--- config.mk ---
export PLATFORM = sky130hd
export DESIGN_NAME = magnitude_packer
export DESIGN_NICKNAME = d
export VERILOG_FILES = /design/src/rtl/magnitude_packer.sv
export SDC_FILE = /design/constraint.sdc
export NUM_CORES = 2
export LEC_CHECK = 0
export BUFFER_PORTS_ARGS = -buffer_cell sky130_fd_sc_hd__buf_2
export CAP_MARGIN = 30
export CELL_PAD_IN_SITES_DETAIL_PLACEMENT = 2
export CELL_PAD_IN_SITES_GLOBAL_PLACEMENT = 2
export CORE_UTILIZATION = 35
export CTS_CLUSTER_SIZE = 16
export DETAILED_ROUTE_END_ITERATION = 12
export PLACE_DENSITY = 0.8
export SYNTH_ARGS = -nofsm -noshare
export SYNTH_HDL_FRONTEND = slang
export SYNTH_SLANG_ARGS = --single-unit
--- constraint.sdc ---
create_clock -name aclk -period 13.1 [get_ports aclk]
set_clock_uncertainty 0.1 [all_clocks]
set_input_delay 1.31 -clock aclk [delete_from_list [all_inputs] [get_ports aclk]]
set_output_delay 1.31 -clock aclk [all_outputs]
set_load 0.05 [all_outputs]
--- src/rtl/magnitude_packer.sv ---
// magnitude_packer: aligns per-channel magnitude samples into sets, decimates or
// accumulates them into groups, and streams each group as a sequenced AXI-Stream
// frame (header word followed by one word per channel).
module magnitude_packer #(
  parameter int unsigned N_CH       = 8,
  parameter int unsigned DATA_WIDTH = 32,
  parameter int unsigned SEQ_WIDTH  = 16,
  parameter int unsigned TIMEOUT    = 1024
) (
  input  logic                       aclk,
  input  logic                       areset,
  input  logic [N_CH*DATA_WIDTH-1:0] s_tdata,
  input  logic [N_CH-1:0]            s_tvalid,
  input  logic [7:0]                 cfg_decim,
  input  logic                       cfg_accum,
  output logic [DATA_WIDTH-1:0]      m_axis_tdata,
  output logic                       m_axis_tvalid,
  input  logic                       m_axis_tready,
  output logic                       m_axis_tlast,
  output logic [15:0]                timeout_count,
  output logic [15:0]                dup_count,
  output logic [15:0]                drop_count
);

  localparam int unsigned TW = $clog2(TIMEOUT);
  localparam int unsigned WW = $clog2(N_CH + 1);

  typedef enum logic {S_IDLE, S_SEND} state_t;

  state_t                state_q, state_d;
  logic [N_CH-1:0]       pend_q, pend_d, pend_all;
  logic [DATA_WIDTH-1:0] hold_q [N_CH];
  logic [DATA_WIDTH-1:0] hold_d [N_CH];
  logic [DATA_WIDTH-1:0] buf_q  [N_CH];
  logic [DATA_WIDTH-1:0] buf_d  [N_CH];
  logic [7:0]            set_cnt_q, set_cnt_d, decim_q, decim_d, decim_eff;
  logic [TW-1:0]         timer_q, timer_d;
  logic [SEQ_WIDTH-1:0]  seq_q, seq_d;
  logic [15:0]           tmo_cnt_q, tmo_cnt_d, dup_cnt_q, dup_cnt_d, drop_cnt_q, drop_cnt_d;
  logic [WW-1:0]         word_q, word_d, dup_n;
  logic [DATA_WIDTH-1:0] tdata_q, tdata_d, header, next_word;
  logic                  tvalid_q, tvalid_d, tlast_q, tlast_d;
  logic                  set_done, timeout_fire, fresh, commit;
  logic [DATA_WIDTH:0]   acc;
  logic [16:0]           dup_sum;

  assign m_axis_tdata  = tdata_q;
  assign m_axis_tvalid = tvalid_q;
  assign m_axis_tlast  = tlast_q;
  assign timeout_count = tmo_cnt_q;
  assign dup_count     = dup_cnt_q;
  assign drop_count    = drop_cnt_q;

  // Capture stage: set alignment, timeout, hold update, group/commit tracking, status counters
  always_comb begin
    pend_all     = pend_q | s_tvalid;
    set_done     = &pend_all;
    timeout_fire = (|pend_q) && !set_done && (timer_q == TW'(TIMEOUT - 1));
    decim_eff    = decim_q;
    if (set_cnt_q == 8'd0) decim_eff = (cfg_decim == 8'd0) ? 8'd1 : cfg_decim;
    fresh  = !cfg_accum || (set_cnt_q == 8'd0) || timeout_fire;
    commit = set_done && (({1'b0, set_cnt_q} + 9'd1) == {1'b0, decim_eff});

    hold_d = hold_q;
    acc    = '0;
    dup_n  = '0;
    for (int i = 0; i < N_CH; i++) begin
      dup_n = dup_n + WW'(s_tvalid[i] & pend_q[i]);
      if (s_tvalid[i]) begin
        acc = {1'b0, hold_q[i]} + {1'b0, s_tdata[i*DATA_WIDTH +: DATA_WIDTH]};
        if (fresh) hold_d[i] = s_tdata[i*DATA_WIDTH +: DATA_WIDTH];
        else       hold_d[i] = acc[DATA_WIDTH] ? '1 : acc[DATA_WIDTH-1:0];
      end
    end

    pend_d    = pend_all;
    set_cnt_d = set_cnt_q;
    timer_d   = '0;
    if (set_done) begin
      pend_d    = '0;
      set_cnt_d = commit ? 8'd0 : set_cnt_q + 8'd1;
    end else if (timeout_fire) begin
      // abandon the group; a valid in this cycle opens the next set
      pend_d    = s_tvalid;
      set_cnt_d = '0;
    end else if (|pend_q) begin
      timer_d = timer_q + TW'(1);
    end
    decim_d = decim_eff;

    seq_d      = commit ? seq_q + SEQ_WIDTH'(1) : seq_q;
    tmo_cnt_d  = (timeout_fire && tmo_cnt_q != 16'hFFFF) ? tmo_cnt_q + 16'd1 : tmo_cnt_q;
    dup_sum    = {1'b0, dup_cnt_q} + 17'(dup_n);
    dup_cnt_d  = dup_sum[16] ? 16'hFFFF : dup_sum[15:0];
    drop_cnt_d = (commit && state_q == S_SEND && drop_cnt_q != 16'hFFFF) ? drop_cnt_q + 16'd1
                                                                          : drop_cnt_q;
  end

  // Frame FSM: header then channel words, held stable while stalled
  always_comb begin
    state_d  = state_q;
    buf_d    = buf_q;
    word_d   = word_q;
    tdata_d  = tdata_q;
    tvalid_d = tvalid_q;
    tlast_d  = tlast_q;

    header = '0;
    header[DATA_WIDTH-1 -: SEQ_WIDTH] = seq_q;
    header[7:0] = decim_eff;

    next_word = '0;
    for (int i = 0; i < N_CH; i++) begin
      if (word_q == WW'(i)) next_word = buf_q[i];
    end

    case (state_q)
      S_IDLE: begin
        if (commit) begin
          buf_d    = hold_d;
          tdata_d  = header;
          tvalid_d = 1'b1;
          tlast_d  = 1'b0;
          word_d   = '0;
          state_d  = S_SEND;
        end
      end
      S_SEND: begin
        if (m_axis_tready) begin
          if (tlast_q) begin
            tdata_d  = '0;
            tvalid_d = 1'b0;
            tlast_d  = 1'b0;
            state_d  = S_IDLE;
          end else begin
            tdata_d = next_word;
            tlast_d = (word_q == WW'(N_CH - 1));
            word_d  = word_q + WW'(1);
          end
        end
      end
      default: state_d = S_IDLE;
    endcase
  end

  // State registers with synchronous reset
  always_ff @(posedge aclk) begin
    if (areset) begin
      state_q    <= S_IDLE;
      pend_q     <= '0;
      for (int i = 0; i < N_CH; i++) begin
        hold_q[i] <= '0;
        buf_q[i]  <= '0;
      end
      set_cnt_q  <= '0;
      decim_q    <= '0;
      timer_q    <= '0;
      seq_q      <= '0;
      tmo_cnt_q  <= '0;
      dup_cnt_q  <= '0;
      drop_cnt_q <= '0;
      word_q     <= '0;
      tdata_q    <= '0;
      tvalid_q   <= 1'b0;
      tlast_q    <= 1'b0;
    end else begin
      state_q    <= state_d;
      pend_q     <= pend_d;
      hold_q     <= hold_d;
      buf_q      <= buf_d;
      set_cnt_q  <= set_cnt_d;
      decim_q    <= decim_d;
      timer_q    <= timer_d;
      seq_q      <= seq_d;
      tmo_cnt_q  <= tmo_cnt_d;
      dup_cnt_q  <= dup_cnt_d;
      drop_cnt_q <= drop_cnt_d;
      word_q     <= word_d;
      tdata_q    <= tdata_d;
      tvalid_q   <= tvalid_d;
      tlast_q    <= tlast_d;
    end
  end

endmodule

==> impl_metrics.csv <==
group,metric,value,unit
outcome,status,"finished clean",
routing,vias,41200,
setup_path,worstRegToRegCells,13,
power,pwr-share-clk,43.7,%
setup_path,worstPathArrival,5990,ps
finish,drive_gt1_share,11.5,%
sta,tightest_slew,1120,ps
setup_path,critical_path_required,13490,ps
grt,grt_pass1_wl,264000,um
synthesis,yosys_warnings,0,
setup_path,cp_slowest_cell,"nand2_1",
finish,num-nets-final,5883,
power,combPwrFrac,19.3,%
setup_path,end_kind,"flop",
setup_path,r2r_start,"set_cnt_q[0]",
synthesis,ys_ff_latch,649,
finish,area_growth_syn_to_layout,14.0,%
sta,maxSlewViolCount,0,
clock_network,cts_max_path_buffers,3,
floorplanning,die_h,343,um
finish,postLayoutCoreUtil,40.4,%
synthesis,post_synth_num_cell_types,95,
placed_design,io_buffers,357,
routing,drc,0,
routing,wl_per_cell,25.2,um
clock_network,holdBufCountCts,0,
routing,ant_nets,0,
power,power_density,121,nW/um^2
setup_path,cp_slowest_stage_delay,740,ps
floorplanning,die_w,343,um
clock_network,cts_made_buffers,82,
sta,maxSlewHeadroom,25.3,%
power,irDropWorstVdd,0.0797,mV
synthesis,async_reset_ff_share,0,%
job,maxCapViolations,0,
grt,grt_overflow,0,
sta,finalHoldWorstSlack,365,ps
power,sw_frac_of_total,30.1,%
placed_design,dp.cells,6750,
setup_path,worst-path-stages,10,
setup_path,critPathKind,"input pin to flop",
power,switching_power,0.00169,W
power,p_int,0.00392,W
synthesis,synthFlopType,"dfxtp_1",
setup_path,crit_buf_inv,1,
routing,drt_first_pass_iters,5,
routing,viasPerCell,5.97,
grt,grtUsageTotal,28.8,%
setup_path,crit_family,"simple AND/OR/NAND/NOR gates",
clock_network,cts_tree,"done",
placed_design,dpl.hpwl,127000,um
clock_network,insertion_delay,660,ps
synthesis,yosysSeqAreaShare,31.9,%
sta,max_freq,0.179,GHz
placed_design,routabilityCongestion,0.892,
power,p_seq_share,37.0,%
routing,routed_wl,174000,um
grt,antenna_found_initial,27,
setup_path,cp_max_fo,32,
synthesis,synth_nets,5733,
floorplanning,ioPinCount,358,
floorplanning,fp-row-count,124,
routing,drt-initial-drc-count,2513,
hold_path,hp-class,"flop to flop",
power,p_leak,18.9,nW
grt,grt_max_degree,197,
sta,period_needed,5600,ps
clock_network,clock-root-buffer,"clkbuf_16",
setup_path,worst_r2r_endpoint,"buf_q[197]",
clock_network,cts_resized,0,
setup_path,rrSetupSlack,8040,ps
sta,rsz0062_at_grt,"false",
sta,period_share,42.8,%
sta,fin_setup_tns,0,ps
setup_path,critPathLaunch,"s_tvalid[5]",
setup_path,worstPathCellList,"buf_2, o22ai_1, or4_1, nand4_2, nand3_2, nor3_2, nand2_1, o221ai_1, a21boi_0, a211oi_1",
sta,final.setup.worst_slack,7500,ps
floorplanning,core,115000,um^2
setup_path,cp-endpoint,"buf_q[86]",
synthesis,syn_area_per_cell,7.87,um^2
grt,first_global_vias,43700,
synthesis,syn_area,40700,um^2
synthesis,synth-edff-count,0,
synthesis,syn_inst,5172,
placed_design,dp_slack,6900,ps
finish,final_cell_count_no_fill,6904,
setup_path,critPathLaunchType,"input pin",
clock_network,post-cts-setup-buffers,0,
finish,multi_input_area,26000,um^2
clock_network,cts_max_level,3,
floorplanning,initial_core_util,35.5,%
clock_network,cts.sinks,649,
sta,finalSetupViolations,0,
clock_network,clk_pin_slew,60,ps
sta,hold_viol,0,
floorplanning,dieArea,118000,um^2
finish,nFillCells,13200,
finish,register_area,13000,um^2
==> through the flow <==
stage	instance area [um^2]	power, W
floorplan	40700	0.00284
global placement	43400	0.00313
detailed placement	43500	0.00318
CTS	46400	0.00564
global route	46400	0.00583
finish	46400	0.00561
==> worst min-delay path, cell delays in order (launching register included) <==
cell and delay (ps):
dfxtp_1 310, nand2_1 60, a21oi_1 50
==> cell usage after synthesis, types with 14 or more instances <==
library cell    n  share of area (%)
a211oi_1      259                4.8
a21boi_0       14               0.26
a21o_1        141                2.6
a21oi_1       615                7.6
a22oi_1        70                1.3
a311oi_1       23               0.49
a31oi_1        61               0.94
and2_1         53               0.81
and3_1         60               0.92
buf_1          15               0.14
buf_2          66               0.81
clkbuf_1      251                2.3
dfxtp_1       649                 32
ha_1          272                8.4
inv_1          90               0.83
mux2i_1        23               0.57
nand2_1       237                2.2
nand2b_1       38               0.58
nand3_1        92                1.1
nand4_1        40               0.61
nor2_1        825                7.6
nor2b_1        25               0.38
nor3_1         60               0.74
o211ai_1       75                1.4
o21a_1         34               0.63
o21ai_0       331                4.1
o21bai_1       24               0.44
o221a_2        32               0.89
o221ai_1       53                1.1
o22ai_1        71                1.1
o31ai_1        17               0.31
or3_1          36               0.55
xnor2_1       161                3.5
xor2_1        124                2.7
==> cells by family after synthesis <==
| group | after synthesis | synth area share (%) |
|---|---|---|
| AND/OR/NAND/NOR | 1543 | 17.1 |
| multiplexers | 28 | 0.744 |
| flip-flops | 649 | 31.9 |
| buffers and inverters | 429 | 4.23 |
| XOR/XNOR | 285 | 6.13 |
| adder cells (fa/ha/maj) | 285 | 9.00 |
| AO/OA/AOI/OAI | 1953 | 30.9 |
==> registers in the layout, indices dropped and copies added, names as in the netlist, 4 cells and up <==
signal	cells
seq_q	16
set_cnt_q	8
m_axis_tdata	32
decim_q	8
buf_q	256
drop_count	16
pend_q	8
timer_q	10
dup_count	16
hold_q	256
timeout_count	16
word_q	4
==> layer usage <==
metal | track usage [%] | part of all wire (%) | vias up
met4 | 10.9 | 3.9 | 26
met5 | 0 | 0.093 | -
li1 | - | - | 19300
met1 | 37.1 | 44 | 20700
met2 | 48.5 | 47 | 902
met3 | 4.26 | 4.8 | 283
==> power groups by stage <==
| stage | clock network, W | registers, W | logic [W] |
|---|---|---|---|
| after floorplan | 0 | 0.00212 | 0.000726 |
| after global placement | 0 | 0.00211 | 0.00101 |
| after detailed placement | 0 | 0.00212 | 0.00106 |
| after CTS | 0.00249 | 0.00208 | 0.00108 |
| final | 0.00245 | 0.00208 | 0.00108 |
| after global routing | 0.00256 | 0.00208 | 0.00119 |
==> cells in the final DEF (no fill, tap or decap), drive strengths merged, types with 16 or more instances in the layout <==
master  netlist  final
nand4        41     41
nor2        825    825
buf          86    403
a22oi        70     70
a311oi       23     23
o221ai       53     53
dfxtp       649    649
and3         60     60
nand2       239    239
a31oi        61     61
clkinv        1     16
o21a         34     34
a21oi       615    615
or3          36     36
nor3         62     62
xor2        124    124
clkbuf      251    119
mux2i        26     26
o31ai        18     18
o22ai        71     71
a211oi      259    259
nand2b       38     38
and2         54     54
nor2b        25     25
xnor2       161    161
a21o        141    141
o221a        32     32
o21bai       24     24
nand3        94     94
o211ai       75     75
ha          272    272
inv          91     93
o21ai       332    332
==> final cells by class <==
type	count	share of cell area [%]
Tap cell	1512	4.08
Clock buffer	119	5.25
Inverter	92	0.744
Antenna cell	7	0.0378
Clock inverter	28	0.871
Multi-Input combinational cell	4094	56.1
Timing Repair Buffer	403	4.88
Sequential cell	649	28.0
==> how the worst min path moves through the flow <==
| stage | startpoint | to | slack, ps | depth (start not counted) |
|---|---|---|---|---|
| 2_1_floorplan | buf_q[81] | buf_q[81] | 330 | 2 |
| 3_3_place_gp | buf_q[79] | buf_q[79] | 340 | 2 |
| 3_5_place_dp | buf_q[79] | buf_q[79] | 360 | 2 |
| 4_1_cts | buf_q[79] | buf_q[79] | 370 | 2 |
| 5_1_grt | buf_q[81] | buf_q[81] | 390 | 2 |
| 6_report | buf_q[79] | buf_q[79] | 370 | 2 |
No activity file was read; power rests on OpenSTA's default activity.
